## config.mk

```make
export PLATFORM = sky130hd
export DESIGN_NAME = clk_switch_ctrl
export DESIGN_NICKNAME = d
export VERILOG_FILES = /design/src/rtl/clk_switch_ctrl.sv
export SDC_FILE = /design/constraint.sdc
export NUM_CORES = 1
export LEC_CHECK = 0
export ABC_AREA = 1
export CAP_MARGIN = 0
export CORE_MARGIN = 1.5
export CORE_UTILIZATION = 45
export CTS_CLUSTER_DIAMETER = 30
export DETAILED_ROUTE_END_ITERATION = 7
export PLACE_DENSITY = 0.69
export SYNTH_ARGS = -nofsm -noshare
export SYNTH_HDL_FRONTEND = slang
export SYNTH_SLANG_ARGS = --single-unit
```

## constraint.sdc

```tcl
create_clock -name clock -period 2.6 [get_ports clock]
set_input_delay 0.39 -clock clock [delete_from_list [all_inputs] [get_ports clock]]
set_output_delay 0.39 -clock clock [all_outputs]
set_load 0.02 [all_outputs]
```

## src/rtl/clk_switch_ctrl.sv

```systemverilog
`default_nettype none
// +--------------------------------------------------------------------------+
// | Module   : clk_switch_ctrl                                               |
// | Purpose  : Control stage that drives the select of a glitch-free clock   |
// |            mux. Runs on the reference clock, watches heartbeat toggles   |
// |            from both clock sources, serves ready/valid switch requests,  |
// |            holds a settle window after every select change, rejects      |
// |            switches to dead sources and optionally fails over.           |
// | Ports    : clock, reset      reference clock, async active-high reset    |
// |            hb_a, hb_b        asynchronous heartbeat toggles per source   |
// |            req_valid/req_src/req_ready  switch request handshake         |
// |            sel               registered mux select (0 = A, 1 = B)        |
// |            switching         high during the settle window               |
// |            done/err/failover one-cycle status pulses                     |
// |            alive_a, alive_b  source health flags                         |
// | Config   : define CLK_SWITCH_AUTO_FAILOVER_EN to enable automatic        |
// |            failover when the selected source stops toggling.            |
// | Revision : 1.0 - initial release                                         |
// +--------------------------------------------------------------------------+
module clk_switch_ctrl #(
  parameter int TIMEOUT = 64,
  parameter int SETTLE  = 16
) (
  input  logic clock,
  input  logic reset,
  input  logic hb_a,
  input  logic hb_b,
  input  logic req_valid,
  input  logic req_src,
  output logic req_ready,
  output logic sel,
  output logic switching,
  output logic done,
  output logic err,
  output logic failover,
  output logic alive_a,
  output logic alive_b
);

  localparam int WD_W = $clog2(TIMEOUT + 1);
  localparam int ST_W = $clog2(SETTLE + 1);
  localparam logic [WD_W-1:0] WD_MAX  = WD_W'(TIMEOUT);
  localparam logic [ST_W-1:0] ST_LOAD = ST_W'(SETTLE - 1);

  // Index 0 = source A, index 1 = source B, matching the sel encoding.
  logic [1:0] hb_in;
  logic [1:0] alive_w;

  assign hb_in = {hb_b, hb_a};

  // --------------------------------------------------------------------
  // Heartbeat synchroniser + watchdog, one per source
  // --------------------------------------------------------------------
  generate
    for (genvar gi = 0; gi < 2; gi++) begin : g_hb
      logic            s1_q, s2_q, s3_q;
      logic            hb_edge;
      logic [WD_W-1:0] wd_q, wd_d;
      logic            alive_q, alive_d;

      // s1/s2 form the synchroniser; s3 is only the history bit for edges.
      assign hb_edge = s2_q ^ s3_q;

      always_comb begin
        wd_d    = wd_q;
        alive_d = alive_q;
        if (hb_edge) begin
          wd_d    = '0;
          alive_d = 1'b1;
        end else begin
          if (wd_q != WD_MAX) begin
            wd_d = wd_q + WD_W'(1);
          end
          // Health drops on the same edge the watchdog reaches TIMEOUT.
          if (wd_d == WD_MAX) begin
            alive_d = 1'b0;
          end
        end
      end

      always_ff @(posedge clock or posedge reset) begin
        if (reset) begin
          s1_q    <= 1'b0;
          s2_q    <= 1'b0;
          s3_q    <= 1'b0;
          wd_q    <= '0;
          alive_q <= 1'b0;
        end else begin
          s1_q    <= hb_in[gi];
          s2_q    <= s1_q;
          s3_q    <= s2_q;
          wd_q    <= wd_d;
          alive_q <= alive_d;
        end
      end

      assign alive_w[gi] = alive_q;
    end
  endgenerate

  assign alive_a = alive_w[0];
  assign alive_b = alive_w[1];

  // --------------------------------------------------------------------
  // Switch control FSM
  // --------------------------------------------------------------------
  typedef enum logic [0:0] {
    ST_IDLE   = 1'b0,
    ST_SETTLE = 1'b1
  } state_t;

  state_t          state_q, state_d;
  logic            sel_q, sel_d;
  logic            switching_q, switching_d;
  logic            done_q, done_d;
  logic            err_q, err_d;
  logic            failover_q, failover_d;
  logic [ST_W-1:0] settle_q, settle_d;
  logic            fo_evt;
  logic            req_accept;

`ifdef CLK_SWITCH_AUTO_FAILOVER_EN
  // Level-based: health lost during SETTLE is acted on at the first IDLE
  // cycle. No switch when both sources are dead.
  assign fo_evt = (state_q == ST_IDLE) && !alive_w[sel_q] && alive_w[~sel_q];
`else
  assign fo_evt = 1'b0;
`endif

  // A failover owns the cycle, so a coincident request is held off.
  assign req_ready  = (state_q == ST_IDLE) && !fo_evt;
  assign req_accept = req_valid && req_ready;

  always_comb begin
    state_d     = state_q;
    sel_d       = sel_q;
    switching_d = switching_q;
    settle_d    = settle_q;
    done_d      = 1'b0;
    err_d       = 1'b0;
    failover_d  = 1'b0;

    case (state_q)
      ST_IDLE: begin
        if (fo_evt) begin
          sel_d       = ~sel_q;
          switching_d = 1'b1;
          settle_d    = ST_LOAD;
          state_d     = ST_SETTLE;
          failover_d  = 1'b1;
        end else if (req_accept) begin
          if (req_src == sel_q) begin
            done_d = 1'b1;
          end else if (!alive_w[req_src]) begin
            err_d = 1'b1;
          end else begin
            sel_d       = req_src;
            switching_d = 1'b1;
            settle_d    = ST_LOAD;
            state_d     = ST_SETTLE;
          end
        end
      end

      ST_SETTLE: begin
        if (settle_q == '0) begin
          switching_d = 1'b0;
          done_d      = 1'b1;
          state_d     = ST_IDLE;
        end else begin
          settle_d = settle_q - ST_W'(1);
        end
      end

      default: begin
        state_d = ST_IDLE;
      end
    endcase
  end

  always_ff @(posedge clock or posedge reset) begin
    if (reset) begin
      state_q     <= ST_IDLE;
      sel_q       <= 1'b0;
      switching_q <= 1'b0;
      settle_q    <= '0;
      done_q      <= 1'b0;
      err_q       <= 1'b0;
      failover_q  <= 1'b0;
    end else begin
      state_q     <= state_d;
      sel_q       <= sel_d;
      switching_q <= switching_d;
      settle_q    <= settle_d;
      done_q      <= done_d;
      err_q       <= err_d;
      failover_q  <= failover_d;
    end
  end

  assign sel       = sel_q;
  assign switching = switching_q;
  assign done      = done_q;
  assign err       = err_q;
  assign failover  = failover_q;

endmodule
`default_nettype wire

```

==> results of run 1 <==
cells in the mapped netlist:
cell | number | share of area
nor3_1 | 1 | 0.0032
xor2_1 | 2 | 0.011
nand2_4 | 1 | 0.0072
o21bai_1 | 4 | 0.019
buf_4 | 2 | 0.0095
dfrtp_1 | 32 | 0.51
a31oi_2 | 1 | 0.0080
inv_1 | 27 | 0.064
o21ai_1 | 3 | 0.0095
nand2_2 | 1 | 0.0040
conb_1 | 1 | 0.0024
ha_1 | 5 | 0.040
nand3_2 | 1 | 0.0064
or2_2 | 1 | 0.0040
xor2_2 | 1 | 0.010
nand3_1 | 13 | 0.041
a21oi_1 | 5 | 0.016
xnor2_1 | 2 | 0.011
nand4_1 | 6 | 0.024
nand2_1 | 44 | 0.11
o21ai_2 | 1 | 0.0056
nor2_2 | 1 | 0.0040
nor2_4 | 1 | 0.0072
o21ai_0 | 4 | 0.013
a311oi_1 | 1 | 0.0056
nor2_1 | 25 | 0.060
worst max-delay path, cell delays in order, from the launching register on:
cell	delay, ns
dfrtp_1	0.44
inv_1	0.14
clkdlybuf4s50_1	0.62
through the flow:
step           setup slack, ns  hold WS [ns]  cell area (µm²)  power (mW)    util
2_1_floorplan            1.236        0.3312             1573      0.9258       -
3_3_place_gp            0.8909        0.3349             1743       1.029  0.5223
3_5_place_dp            0.7873        0.3355             1743       1.053  0.5223
4_1_cts                 0.6631        0.3728             1838       1.482  0.5508
5_1_grt                 0.5658        0.3877             1838       1.569  0.5508
6_report                0.6681        0.3702             1838       1.469  0.5508
power groups by stage:
stage          combinational [mW]  sequential (mW)  clock, mW
3_5_place_dp                0.404            0.649          0
4_1_cts                     0.403            0.642      0.437
3_3_place_gp                0.382            0.647          0
2_1_floorplan               0.270            0.656          0
5_1_grt                     0.452            0.652      0.466
6_report                    0.400            0.641      0.428
per-layer routing:
metal / global-route usage / vias to the layer above
met5: 0 / -
met2: 0.3030 / 21
li1: - / 620
met4: 0.07500 / 0
met3: 0.03804 / 5
met1: 0.2103 / 585
area by class of cell:
| class | instances | area [µm²] |
|---|---|---|
| multi-input cells | 125 | 655.6 |
| fillers | 319 | 1499 |
| inverters | 27 | 101.3 |
| clock inverters | 1 | 30.03 |
| repair buffers | 13 | 127.6 |
| well taps | 46 | 57.56 |
| clock buffers | 7 | 65.06 |
| flip-flops and latches | 32 | 800.8 |
registers in the layout, indices dropped and copies added, names as in the netlist:
register,flops
alive_b,1
sel,1
g_hb.wd_q,14
state_q,1
settle_q,5
err,1
switching,1
g_hb.s2_q,2
done,1
g_hb.s3_q,2
g_hb.s1_q,2
alive_a,1
worst max-delay path by stage:
stage	depth (start not counted)	end	start	slack, ns
after floorplan	8	alive_a$_DFFE_PP0P_	g_hb[0].wd_q[0]$_DFF_PP0_	1.24
after CTS	2	req_ready	state_q$_DFF_PP0_	0.66
after detailed placement	8	settle_q[2]$_DFFE_PP0P_	req_src	0.79
final	2	req_ready	state_q$_DFF_PP0_	0.67
after global routing	2	req_ready	state_q$_DFF_PP0_	0.57
after global placement	8	settle_q[2]$_DFFE_PP0P_	req_src	0.89
cells by family (layout without fill, tap and decap cells):
family | after synthesis | after routing | synth area share
buffers and inverters | 29 | 48 | 0.07398
other | 1 | 1 | 0.002384
AND/OR/NAND/NOR | 95 | 95 | 0.2657
XOR/XNOR | 5 | 5 | 0.03262
flip-flops | 32 | 32 | 0.5092
adder cells (fa/ha/maj) | 5 | 5 | 0.03978
AO/OA/AOI/OAI | 19 | 19 | 0.07637
==> impl_metrics.env, run 1 <==
export IMPL_mostFrequentLayoutCells="44 x nand2_1, 32 x dfrtp_1, 27 x inv_1"
export IMPL_grt_overflow_total=0
export IMPL_critPathMaxFanout=4
export IMPL_die_x_um=62.12
export IMPL_min_from="g_hb[0].s1_q$_DFF_PP0_"
export IMPL_drt_iter0_drc=63
export IMPL_vias=1231
export IMPL_place_hpwl_mm=2.244
export IMPL_rr_worst_depth=8
export IMPL_outcome="completed"
export IMPL_worst_setup_path_start_kind="flip-flop"
export IMPL_fin_cells=251
export IMPL_max_cap_violations=0
export IMPL_report_final_slew_viol_count=0
export IMPL_drcViolationCount=0
export IMPL_period_needed_ns=1.932
export IMPL_cts_root_buffer="clkbuf_4"
export IMPL_yosys_cell_types_count=26
export IMPL_final_layout_size_suffix_gt1_frac=0.08780
export IMPL_synth_seq_cells=32
export IMPL_rr_startpoint="g_hb[0].wd_q[0]$_DFF_PP0_"
export IMPL_dieArea_um2=3859
export IMPL_clk_pin_slew_ns=0.10
export IMPL_grt_usage=0.1748
export IMPL_rsz0062_at_grt="false"
export IMPL_endpoint_kind="output pin"
export IMPL_ctsResizeCount=0
export IMPL_via_per_inst=4.904
export IMPL_peakVddDrop_v=0.0004476
export IMPL_htreeDepth=2
export IMPL_syn_to_final_growth_pct=16.87
export IMPL_syn_avg_cell_area_um2=8.456
export IMPL_synth_cells=186
export IMPL_post_cts_buffers=0
export IMPL_cp_arrival_ns=1.54
export IMPL_p_leak_nw=0.9302
export IMPL_fmax_mhz=517.6
export IMPL_syn_nets=197
export IMPL_fp_dieH_um=62.12
export IMPL_drt_pass1_iter_count=5
export IMPL_grt_pass1_vias=1238
export IMPL_layout_nets=215
export IMPL_cts_buffers=5
export IMPL_switching_share=0.3232
export IMPL_p_sw_uw=474.9
export IMPL_fin_setup_tns_ns=0
export IMPL_min_delay_path_depth=0
export IMPL_hold_violations=0
export IMPL_critPathRequiredTime_ns=2.21
export IMPL_pwr_share_seq=0.436
export IMPL_ant_nets=0
export IMPL_diodes=0
export IMPL_dp_cells=243
export IMPL_ctsHoldBuffers=0
export IMPL_start_util=0.4713
export IMPL_routed_top_layer="met4"
export IMPL_p_comb_frac=0.272
export IMPL_hold_class="reg2reg"
export IMPL_gp_congestion=0.8201
export IMPL_cts_tree="yes"
export IMPL_io_buffers=12
export IMPL_routed_wl_met3_um=85
export IMPL_internal_power_uw=994.6
export IMPL_grt_max_degree=33
export IMPL_timing_final_crit_share=0.7430
export IMPL_wl_per_cell_um=11.57
export IMPL_totalWireLength_mm=2.904
export IMPL_r2r_setup_slack_ns=1.09
export IMPL_min_to="g_hb[0].s2_q$_DFF_PP0_"
export IMPL_wl_met1_mm=1.271
export IMPL_clk_insertion_delay_late_ns=0.34
export IMPL_final_common_cell="nand2_1"
export IMPL_core_area_um2=3337
export IMPL_rows=21
export IMPL_cts_max_path_buffers=2
export IMPL_seq_area_frac_synth=0.5091
export IMPL_antenna_found_initial=0
export IMPL_p_per_area_nw_per_um2=799.5
export IMPL_worstSetupPathType="reg2out"
export IMPL_grt_pass1_wl_mm=5.354
export IMPL_wl_met2_mm=1.507
export IMPL_final_setup_viol_count=0
export IMPL_yosysWarnings=0
export IMPL_clock_sinks=32
export IMPL_clock_power_share=0.291
export IMPL_netlist_area_um2=1573
export IMPL_r2r_end="alive_a$_DFFE_PP0P_"
export IMPL_io_pins=14
export IMPL_clock_skew_ns=0.009308
No activity file was read; power rests on OpenSTA's default activity.
==> run 2: changes to the inputs <==
==> constraint.sdc (replaced) <==
create_clock -name clock -period 1.8 [get_ports clock]
set_input_delay 0.27 -clock clock [delete_from_list [all_inputs] [get_ports clock]]
set_output_delay 0.27 -clock clock [all_outputs]
set_load 0.02 [all_outputs]
==> run 2 against run 1 <==
Final area about the same. First-iteration DRC count up 24%. Combinational power up 42%. Register-to-register slack worse by 0.80 ns. Via count about the same. Clock-buffer cell count unchanged. Flip-flop and latch count unchanged. Core utilization about the same. Sequential share of layout area about the same. Highest routed layer unchanged.
==> impl_metrics.env, run 2 (same netlist as run 1, synthesis figures left out) <==
export IMPL_endpoint_kind="output pin"
export IMPL_clk_pin_slew_ns=0.10
export IMPL_rsz0062_at_grt="false"
export IMPL_cp_num_buf_inv=1
export IMPL_place_ws_ns=0.1073
export IMPL_report_final_slew_viol_count=0
export IMPL_rows=21
export IMPL_fin_setup_tns_ns=0
export IMPL_dieArea_um2=3859
export IMPL_cts_max_path_buffers=2
export IMPL_totalWireLength_mm=2.900
export IMPL_critPathRequiredTime_ns=1.53
export IMPL_fmax_mhz=602.6
export IMPL_drt_pass1_iter_count=5
export IMPL_ant_nets=0
export IMPL_timing_final_crit_share=0.9219
export IMPL_drcViolationCount=0
export IMPL_diodes=0
export IMPL_antenna_found_initial=0
export IMPL_reg_largest_list="g_hb.wd_q (14), settle_q (5)"
export IMPL_r2r_end="alive_a$_DFFE_PP0P_"
export IMPL_final_common_cell="nand2_1"
export IMPL_grt_pass1_wl_mm=5.354
export IMPL_cts_tree="yes"
export IMPL_grt_usage=0.1748
export IMPL_top_register="g_hb.wd_q"
export IMPL_clock_sinks=32
export IMPL_htreeDepth=2
export IMPL_p_per_area_nw_per_um2=1151
export IMPL_grt_overflow_total=0
export IMPL_r2r_setup_slack_ns=0.29
export IMPL_syn_to_final_growth_pct=16.79
export IMPL_max_cap_violations=0
export IMPL_vias=1232
export IMPL_ctsHoldBuffers=0
export IMPL_hold_violations=0
export IMPL_worst_slack_ns=0.1405
export IMPL_drt_iter0_drc=78
export IMPL_cts_root_buffer="clkbuf_4"
export IMPL_worst_setup_path_start_kind="flip-flop"
export IMPL_die_x_um=62.12
export IMPL_peakVddDrop_v=0.0006303
export IMPL_grt_max_degree=33
export IMPL_wl_per_cell_um=11.55
export IMPL_outcome="completed"
export IMPL_io_pins=14
export IMPL_final_setup_viol_count=0
export IMPL_crit_family="buffers and inverters"
export IMPL_post_cts_buffers=0
export IMPL_grt_pass1_vias=1241
export IMPL_gp_congestion=0.8202
export IMPL_hold_class="in2async"
export IMPL_mostFrequentLayoutCells="44 x nand2_1, 32 x dfrtp_1, 27 x inv_1"
export IMPL_start_util=0.4713
export IMPL_worst_path_max_delay_cell="clkdlybuf4s50_1"
export IMPL_core_area_um2=3337
export IMPL_layout_nets=215
export IMPL_worstPathCellList="clkdlybuf4s50_1"
export IMPL_period_needed_ns=1.659
export IMPL_p_leak_nw=0.9331
export IMPL_clock_skew_ns=0.008526
export IMPL_critPathMaxFanout=3
export IMPL_io_buffers=12
export IMPL_worstSetupPathType="reg2out"
export IMPL_via_per_inst=4.908
export IMPL_cpPeakStageDelay_ns=0.63
export IMPL_rr_worst_depth=8
export IMPL_clk_insertion_delay_late_ns=0.34
export IMPL_cp_arrival_ns=1.39
export IMPL_fp_dieH_um=62.12
export IMPL_rr_startpoint="g_hb[0].wd_q[0]$_DFF_PP0_"
export IMPL_largest_register_ffs=14
export IMPL_cts_buffers=5
export IMPL_place_hpwl_mm=2.244
export IMPL_final_layout_size_suffix_gt1_frac=0.08780
==> run 2: cell count changes in the layout (fill, tap and decap cells not counted) <==
cell | previous run | this run
clkdlybuf4s50_1 | 12 | 11
dlygate4sd2_1 | 0 | 1
==> run 2: routing by layer <==
layer | wire length [µm] | vias up | GRT usage
met5 | 0 | - | 0
met4 | 39 | 0 | 0.07500
met3 | 94 | 5 | 0.03804
met2 | 1517 | 25 | 0.3043
met1 | 1248 | 582 | 0.2091
li1 | - | 620 | -
==> run 2: final cells by class <==
| class | count | area [µm²] |
|---|---|---|
| sequential | 32 | 800.8 |
| clock inverter | 1 | 30.03 |
| timing repair buffer | 13 | 126.4 |
| multi-input combinational | 125 | 655.6 |
| fill | 320 | 1500 |
| inverter | 27 | 101.3 |
| tap | 46 | 57.56 |
| clock buffer | 7 | 65.06 |
==> run 2: worst max-delay path by stage <==
stage / slack (ns) / cells after the start / start / to
finish: 0.14 / 1 / sel$_DFFE_PP0P_ / sel
global route: 0.09 / 1 / sel$_DFFE_PP0P_ / sel
CTS: 0.12 / 1 / sel$_DFFE_PP0P_ / sel
detailed placement: 0.11 / 8 / req_src / settle_q[2]$_DFFE_PP0P_
global placement: 0.21 / 8 / req_src / settle_q[2]$_DFFE_PP0P_
floorplan: 0.44 / 8 / g_hb[0].wd_q[0]$_DFF_PP0_ / alive_a$_DFFE_PP0P_
==> run 2: power breakdown <==
part | internal (mW) | switching (mW) | total (mW)
logic | 0.230 | 0.340 | 0.569
registers | 0.831 | 0.0962 | 0.927
clock network | 0.369 | 0.249 | 0.618
total | 1.43 | 0.685 | 2.11
==> run 2: through the flow <==
stage          cell area [µm²]  hold WS [ns]  utilization  instances  power [mW]
2_1_floorplan             1573        0.3014            -        186       1.337
3_3_place_gp              1743        0.3349       0.5223        243       1.486
3_5_place_dp              1743        0.3355       0.5223        243       1.521
4_1_cts                   1837        0.3091       0.5504        251       2.132
5_1_grt                   1837        0.3354       0.5504        251       2.258
6_report                  1837        0.3004       0.5504        251       2.114
==> run 2: repair_timing <==
action	CTS	global route
gates resized for setup	1	0
endpoints found under the hold margin	0	0
setup endpoints to repair	1	0
